**config.mk**
```make
export PLATFORM = sky130hd
export DESIGN_NAME = plru_ctrl_flat
export DESIGN_NICKNAME = d
export VERILOG_FILES = /design/src/rtl/plru_pkg.sv /design/src/rtl/plru_ctrl_if.sv /design/src/rtl/plru_ctrl.sv /design/src/flat_wrapper.sv
export SDC_FILE = /design/constraint.sdc
export NUM_CORES = 1
export LEC_CHECK = 0
export CORE_MARGIN = 3
export CORE_UTILIZATION = 35
export CTS_BUF_LIST = sky130_fd_sc_hd__clkbuf_2
export DETAILED_ROUTE_END_ITERATION = 10
export PLACE_DENSITY = 0.81
export SLEW_MARGIN = 20
export SYNTH_ARGS = -nofsm -noshare
export SYNTH_HDL_FRONTEND = slang
export SYNTH_SLANG_ARGS = --single-unit
```
**constraint.sdc**
```tcl
create_clock -name clk -period 3.38 [get_ports clk]
set_input_delay 0.845 -clock clk [delete_from_list [all_inputs] [get_ports clk]]
set_output_delay 0.845 -clock clk [all_outputs]
set_load 0.02 [all_outputs]
```
**src/rtl/plru_pkg.sv**
```systemverilog
// Shared types and pure PLRU helpers for the 4-way tree pseudo-LRU controller.
package plru_pkg;

    localparam int unsigned PLRU_WAYS = 4;
    localparam int unsigned PLRU_BITS = 3;

    typedef logic [2:0] plru_state_t;
    typedef logic [1:0] way_t;

    typedef enum logic {
        INIT = 1'b0,
        RUN  = 1'b1
    } ctrl_state_t;

    // Bit 0 picks the half, bits 1/2 pick the way inside the lower/upper half.
    function automatic way_t plru_victim(input plru_state_t s);
        way_t v;
        v = s[0] ? {1'b1, s[2]} : {1'b0, s[1]};
        return v;
    endfunction

    // Point every tree node on the path away from the touched way.
    function automatic plru_state_t plru_touch(input plru_state_t s, input way_t w);
        plru_state_t n;
        n[0] = ~w[1];
        if (!w[1]) begin
            n[1] = ~w[0];
            n[2] = s[2];
        end else begin
            n[1] = s[1];
            n[2] = ~w[0];
        end
        return n;
    endfunction

endpackage

```
**src/rtl/plru_ctrl_if.sv**
```systemverilog
// Lookup / response / touch handshake between the cache controller and plru_ctrl.
interface plru_ctrl_if
    import plru_pkg::*;
#(
    parameter int unsigned S_INDEX = 4
) ();

    logic               req_valid;
    logic [S_INDEX-1:0] req_set;
    logic               req_ready;
    logic               rsp_valid;
    way_t               rsp_victim;
    logic               touch_valid;
    way_t               touch_way;

    modport master (
        output req_valid, req_set, touch_valid, touch_way,
        input  req_ready, rsp_valid, rsp_victim
    );

    modport slave (
        input  req_valid, req_set, touch_valid, touch_way,
        output req_ready, rsp_valid, rsp_victim
    );

endinterface

```
**src/rtl/plru_ctrl.sv**
```systemverilog
// Pseudo-LRU state array sequencer: init sweep, victim lookup, touch RMW with bypass.
// Optional statistics counters are built when PLRU_STATS_EN is defined.
module plru_ctrl
    import plru_pkg::*;
#(
    parameter int unsigned S_INDEX = 4,
    parameter int unsigned WAYS    = 4,
    parameter int unsigned WIDTH   = 3
) (
    input  logic               clk,
    input  logic               rst_n,
    plru_ctrl_if.slave         bus,
    output logic               lru_csb0,
    output logic               lru_web0,
    output logic [S_INDEX-1:0] lru_addr0,
    output logic [WIDTH-1:0]   lru_din0,
    input  logic [WIDTH-1:0]   lru_dout0,
    output logic               lru_csb1,
    output logic               lru_web1,
    output logic [S_INDEX-1:0] lru_addr1,
    output logic [WIDTH-1:0]   lru_din1,
    output logic [31:0]        stat_lookups,
    output logic [31:0]        stat_touches
);

    localparam int unsigned NUM_SETS = 1 << S_INDEX;

    if (WAYS != PLRU_WAYS || WIDTH != PLRU_BITS) begin : g_cfg_check
        $error("plru_ctrl supports only WAYS=4 with WIDTH=3");
    end

    ctrl_state_t        state;
    logic [S_INDEX-1:0] init_cnt;
    logic               ready_q;

    logic               s1_valid;
    logic [S_INDEX-1:0] s1_set;
    logic               byp_valid;
    logic [S_INDEX-1:0] byp_set;
    plru_state_t        byp_data;

    logic               accept;
    logic               touch_fire;
    logic               bypass_hit;
    plru_state_t        cur;
    plru_state_t        nxt;

    // Init sweep FSM; RUN is terminal until reset.
    always_ff @(posedge clk or negedge rst_n) begin
        if (!rst_n) begin
            state    <= INIT;
            init_cnt <= '0;
            ready_q  <= 1'b0;
        end else begin
            case (state)
                INIT: begin
                    init_cnt <= init_cnt + S_INDEX'(1);
                    if (init_cnt == S_INDEX'(NUM_SETS - 1)) begin
                        state   <= RUN;
                        ready_q <= 1'b1;
                    end
                end
                RUN:     state <= RUN;
                default: state <= INIT;
            endcase
        end
    end

    assign accept     = bus.req_valid & ready_q;
    assign touch_fire = s1_valid & bus.touch_valid;
    assign bypass_hit = byp_valid & (byp_set == s1_set);
    assign cur        = bypass_hit ? byp_data : plru_state_t'(lru_dout0);
    assign nxt        = plru_touch(cur, bus.touch_way);

    assign bus.req_ready  = ready_q;
    assign bus.rsp_valid  = s1_valid;
    assign bus.rsp_victim = s1_valid ? plru_victim(cur) : way_t'(0);

    // Stage-1 tracking and one-deep write bypass for same-set back-to-back lookups.
    always_ff @(posedge clk or negedge rst_n) begin
        if (!rst_n) begin
            s1_valid  <= 1'b0;
            s1_set    <= '0;
            byp_valid <= 1'b0;
            byp_set   <= '0;
            byp_data  <= '0;
        end else begin
            s1_valid  <= accept;
            if (accept) begin
                s1_set <= bus.req_set;
            end
            byp_valid <= touch_fire;
            if (touch_fire) begin
                byp_set  <= s1_set;
                byp_data <= nxt;
            end
        end
    end

    // The array registers its own address/control, so ports are driven in the issuing cycle.
    always_comb begin
        lru_csb0  = 1'b1;
        lru_web0  = 1'b1;
        lru_addr0 = '0;
        lru_din0  = '0;
        lru_csb1  = 1'b1;
        lru_web1  = 1'b1;
        lru_addr1 = '0;
        lru_din1  = '0;
        if (rst_n) begin
            if (accept) begin
                lru_csb0  = 1'b0;
                lru_addr0 = bus.req_set;
            end
            if (state == INIT) begin
                lru_csb1  = 1'b0;
                lru_web1  = 1'b0;
                lru_addr1 = init_cnt;
            end else if (touch_fire) begin
                lru_csb1  = 1'b0;
                lru_web1  = 1'b0;
                lru_addr1 = s1_set;
                lru_din1  = WIDTH'(nxt);
            end
        end
    end

`ifdef PLRU_STATS_EN
    always_ff @(posedge clk or negedge rst_n) begin
        if (!rst_n) begin
            stat_lookups <= '0;
            stat_touches <= '0;
        end else begin
            if (accept) begin
                stat_lookups <= stat_lookups + 32'd1;
            end
            if (touch_fire) begin
                stat_touches <= stat_touches + 32'd1;
            end
        end
    end
`else
    assign stat_lookups = '0;
    assign stat_touches = '0;
`endif

endmodule

```
**src/flat_wrapper.sv**
```systemverilog
// flat-port wrapper written by rule: the top's interface ports become plain ports
module plru_ctrl_flat import plru_pkg::*;
#(
    parameter int unsigned S_INDEX = 4,
    parameter int unsigned WAYS    = 4,
    parameter int unsigned WIDTH   = 3
)
  (clk, rst_n, lru_csb0, lru_web0, lru_addr0, lru_din0, lru_dout0, lru_csb1, lru_web1, lru_addr1, lru_din1, stat_lookups, stat_touches, bus_req_valid, bus_req_set, bus_touch_valid, bus_touch_way, bus_req_ready, bus_rsp_valid, bus_rsp_victim);
  plru_ctrl_if #(.S_INDEX(S_INDEX)) bus_i ();
  input  logic clk;
  input  logic rst_n;
  output logic lru_csb0;
  output logic lru_web0;
  output logic [S_INDEX-1:0] lru_addr0;
  output logic [WIDTH-1:0] lru_din0;
  input  logic [WIDTH-1:0] lru_dout0;
  output logic lru_csb1;
  output logic lru_web1;
  output logic [S_INDEX-1:0] lru_addr1;
  output logic [WIDTH-1:0] lru_din1;
  output logic [31:0] stat_lookups;
  output logic [31:0] stat_touches;
  input wire logic [$bits(bus_i.req_valid)-1:0] bus_req_valid;
  input wire logic [$bits(bus_i.req_set)-1:0] bus_req_set;
  input wire logic [$bits(bus_i.touch_valid)-1:0] bus_touch_valid;
  input wire logic [$bits(bus_i.touch_way)-1:0] bus_touch_way;
  output wire logic [$bits(bus_i.req_ready)-1:0] bus_req_ready;
  output wire logic [$bits(bus_i.rsp_valid)-1:0] bus_rsp_valid;
  output wire logic [$bits(bus_i.rsp_victim)-1:0] bus_rsp_victim;
  assign bus_i.req_valid = bus_req_valid;
  assign bus_i.req_set = bus_req_set;
  assign bus_i.touch_valid = bus_touch_valid;
  assign bus_i.touch_way = bus_touch_way;
  assign bus_req_ready = bus_i.req_ready;
  assign bus_rsp_valid = bus_i.rsp_valid;
  assign bus_rsp_victim = bus_i.rsp_victim;
  plru_ctrl #(.S_INDEX(S_INDEX), .WAYS(WAYS), .WIDTH(WIDTH)) u_core (.clk(clk), .rst_n(rst_n), .bus(bus_i), .lru_csb0(lru_csb0), .lru_web0(lru_web0), .lru_addr0(lru_addr0), .lru_din0(lru_din0), .lru_dout0(lru_dout0), .lru_csb1(lru_csb1), .lru_web1(lru_web1), .lru_addr1(lru_addr1), .lru_din1(lru_din1), .stat_lookups(stat_lookups), .stat_touches(stat_touches));
endmodule
```
# Yosys cells after proc, flatten, opt, wreduce, memory -nomap -nowiden
# Index checks and enable logic that the tools add are counted.
# word_totals
reg_bits,19
output_inout_bits,86
# op_classes
addsub,1
eq_ne,2
n_mux,19
bitwise_logic,6
reduce_logical,1
# ops
op,count
2-to-1 mux 4 bit,5
2-to-1 mux 3 bit,4
2-to-1 mux 1 bit,6
2-to-1 mux 2 bit,3
adder 4 x 1 -> 4 bit (second input constant),1
equality test 4 bit,1
equality test 4 bit (second input constant),1
AND 1 bit,3
NOT 1 bit,3
case mux 1 bit (2 select lines),1
AND reduction 2 bit,1

# Longest topological paths before layout
# depth
word_depth,7
depth_mapped,5
depth_no_buf,5

# Worst setup path before layout
# OpenSTA, ideal clock, no wires.
# synth_timing
kind,input -> output
from,input bus_touch_valid
to,output lru_addr1[0]
t_arrival_ns,1.872
required_time_ns,2.535
slack_ns,0.663
cell_stages,5
path_buffers,1
cell_sequence,nand2_1 inv_1 clkbuf_1 nand3_1 a21boi_0
# synth_between
elab_chain_cells,4
# synth_rtl
item,line,text
"start, declared",flat_wrapper.sv:25,input wire logic [$bits(bus_i.touch_valid)-1:0] bus_touch_valid;
AND 1 bit,plru_ctrl.sv:70,assign touch_fire = s1_valid & bus.touch_valid;
named net u_core.touch_fire,plru_ctrl.sv:43,logic touch_fire;
2-to-1 mux 4 bit,plru_ctrl.sv:119,end else if (touch_fire) begin
2-to-1 mux 4 bit,plru_ctrl.sv:115,if (state == INIT) begin
2-to-1 mux 4 bit,plru_ctrl.sv:110,if (rst_n) begin
"end, declared",flat_wrapper.sv:19,output logic [S_INDEX-1:0] lru_addr1;
# The timed path passes the listed nets, and every way through them passes these cells.

# Final worst setup path
# layout_timing
from,input bus_touch_valid
to,output lru_din1[0]
# layout_between
elab_chain_cells,4
# layout_rtl
item,line,text
AND 1 bit,plru_ctrl.sv:70,
2-to-1 mux 3 bit,plru_ctrl.sv:119,
2-to-1 mux 3 bit,plru_ctrl.sv:115,
2-to-1 mux 3 bit,plru_ctrl.sv:110,
"end, declared",flat_wrapper.sv:20,output logic [WIDTH-1:0] lru_din1;
# No other way between the ends.

==> flow_summary.toml <==
[detailed_routing]
ant_nets = 0
drc = 0
vias_per_cell = 4.159
dr.pass1.iters = 4
wl_per_cell_um = 10.58
num_vias = 1098
drt_iter0_drc = 17
finalWirelength_um = 2793

[clock_network]
numCtsBuffers = 3
clockBufferDepth = 2
postCtsHoldBufs = 0
cts.sinks = 19
clk_pin_slew_worst_paths_ns = 0.18
cts_setup_buffers = 0
clk_latency_ns = 0.31
ctsRootBufferMaster = "clkbuf_2"
htree_num_levels = 1
cts_tree = "done"

[synth]
synth_cell_types = 33
ys_seq_area_frac = 0.3028
synth-main-ff-cell = "dfrtp_1"
synth_edf_count = 0
syn_inst = 182
syn_area_per_cell_um2 = 8.628
yosysTopAreaCell = "buf_4"
ys.warnings.count = 0
yosysTopAreaCellShare = 0.3299
ys_ff_latch = 19
synthTopCellsByArea = "buf_4, dfrtp_1, mux2_2"
synth_area_um2 = 1570
async_reset_ff_frac = 1.000

[setup_path]
critPathLaunch = "bus_touch_valid"
cpMostUsedCell = "clkdlybuf4s50_1"
worstPathRequired_ns = 2.53
crit_path_end_kind = "primary output"
ff2ff_path_depth = 4
crit_type = "in2out"
rr_startpoint = "u_core.s1_set[3]$_DFFE_PN0P_"
path_cells = "clkdlybuf4s50_1 > nand2_1 > inv_1 > nand3_1 > buf_4 > nor2_1 > clkdlybuf4s50_1"
cp.depth = 7
crit_arrival_ns = 2.42
crit_path_max_incr_delay_ns = 0.61
critPathLaunchType = "primary input"
crit_family = "buffers and inverters"
cp.buffers_inverters = 4
cp_max_fo = 3
crit_slowest_cell = "clkdlybuf4s50_1"

[pwr]
peakVddDrop_mv = 0.1586
powerDensity_nw_per_um2 = 316.0
clockPowerShare = 0.181
power_switching_share = 0.3839
seqPwrFrac = 0.485
p_int_mw = 0.3345
p_leak_nw = 0.9262
p_comb_frac = 0.334
p_switching_mw = 0.2084

[status]
outcome = "finished, final reports clean"

[hold_path]
holdPathStages = 1
min_path_type = "reg2reg"
min_from = "u_core.init_cnt[2]$_DFFE_PN0N_"

[timing]
setup_violations = 0
relSlewSlack = 0.6320
post-route-period-util = 0.9647
finalMaxSlewViolations = 0
skew_ns = 0.02325
fmax_ghz = 0.3067
whs_ns = 0.5070
worst_pin_slew_ns = 0.5514
finalHoldViolations = 0
rsz0062_at_grt = "no"
period_needed_ns = 3.261
fin_ws_ns = 0.1194

[place]
place_inst = 260
port_buffers = 30
dp_hpwl_um = 2318
place.gp.congestion = 0.8249
post-place-ws_ns = -0.04149

[global_route]
grt_max_degree = 20
grt_pass1_wl_um = 4229
grt_pass1_vias = 924
grtUsageTotal = 0.1002
grt-ovfl-total = 0
antenna_found_initial = 0

[floorplanning]
start_util = 0.3763
coreArea_um2 = 4173
die_w_um = 72.98
die_h_um = 72.98
die_area_um2 = 5326
ios = 99
rows = 23

[layout]
drive_above_1_share = 0.09346
num_antenna_cells = 0
layout_commonest_cell = "conb_1"
final_cell_mix = "conb_1, clkdlybuf4s50_1, dfrtp_1"
final_cells = 264
nets = 229
syn_to_final_growth_pct = 9.403

[run]
maxCapViolCount = 0
layout make-up:
type | count | area [µm²]
Timing Repair Buffer | 37 | 357.8
Fill cell | 425 | 2455
Inverter | 5 | 18.77
Tap cell | 50 | 62.56
Clock buffer | 4 | 20.02
Multi-Input combinational cell | 149 | 783.3
Sequential cell | 19 | 475.5
path summary, 6_finish.rpt:
check	end	slack [ns]
max in group asynchronous	u_core.byp_data[1]$_DFFE_PN0P_	2.09
hold reg to reg	u_core.init_cnt[2]$_DFFE_PN0N_	0.51
hold / removal	u_core.init_cnt[2]$_DFFE_PN0N_	0.51
setup / recovery	lru_din1[0]	0.12
setup reg to reg	u_core.byp_data[2]$_DFFE_PN0P_	1.64
min in group asynchronous	u_core.init_cnt[3]$_DFFE_PN0N_	0.88
registers in the layout (all words and copies together) (netlist names):
name,cells
u_core.byp_set,4
u_core.init_cnt,4
u_core.s1_set,4
u_core.byp_data,3
u_core.bus.req_ready,1
u_core.bus.rsp_valid,1
u_core.byp_valid,1
u_core.state,1
power by group through the flow:
| stage | Clock (mW) | Sequential [mW] | Combinational [mW] |
|---|---|---|---|
| 2_1_floorplan | 0 | 0.263 | 0.190 |
| 3_3_place_gp | 0 | 0.266 | 0.180 |
| 3_5_place_dp | 0 | 0.267 | 0.182 |
| 4_1_cts | 0.103 | 0.263 | 0.181 |
| 5_1_grt | 0.115 | 0.266 | 0.198 |
| 6_report | 0.0982 | 0.263 | 0.181 |
per-stage QoR:
stage,setup TNS (ns),util,power [mW],area (µm²)
after floorplan,0,-,0.4535,1818
after global placement,-0.002405,0.4057,0.4461,1693
after detailed placement,-0.04149,0.4057,0.4499,1693
after CTS,0,0.4093,0.5480,1708
after global routing,0,0.4117,0.5798,1718
final,0,0.4117,0.5429,1718
synthesized netlist by cell type, types with 3 or more instances:
cell and instances:
inv_1 5, a21oi_1 4, xnor2_1 3, nand2_1 16
clkbuf_1 5, nand2b_1 6, nor2b_1 4, and3_1 4
nor2_1 3, buf_4 69, o2111ai_1 3, a21boi_0 3
o21ai_0 6, nand3_1 5, dfrtp_1 19, mux2_2 6
what timing repair did:
item,in CTS,in global routing
gates cloned,0,0
endpoints found under the setup margin,4,4
gates resized for setup,4,4
metal layers:
layer / GRT usage / vias to the layer above / share of wire
li1: - / 529 / -
met1: 0.1253 / 512 / 0.41
met2: 0.1718 / 57 / 0.51
met3: 0.03719 / 0 / 0.088
met4: 0.006148 / 0 / 0
met5: 0 / - / 0
logic make-up after synthesis:
| logic type | after synthesis | synth area share |
|---|---|---|
| AO/OA/AOI/OAI | 26 | 0.1195 |
| XOR/XNOR | 4 | 0.02231 |
| adder cells (fa/ha/maj) | 1 | 0.007967 |
| buffers and inverters | 80 | 0.3562 |
| flip-flops | 19 | 0.3028 |
| multiplexers | 7 | 0.04940 |
| other | 2 | 0.004783 |
| AND/OR/NAND/NOR | 43 | 0.1371 |
worst reg2reg max path, delay by kind of cell (launching register included):
family             cells  cell delay (ns)
DFF                    1             0.46
and+or+nand+nor        2             0.44
AOI/OAI and AO/OA      2             0.75
No activity file was read; power rests on OpenSTA's default activity.
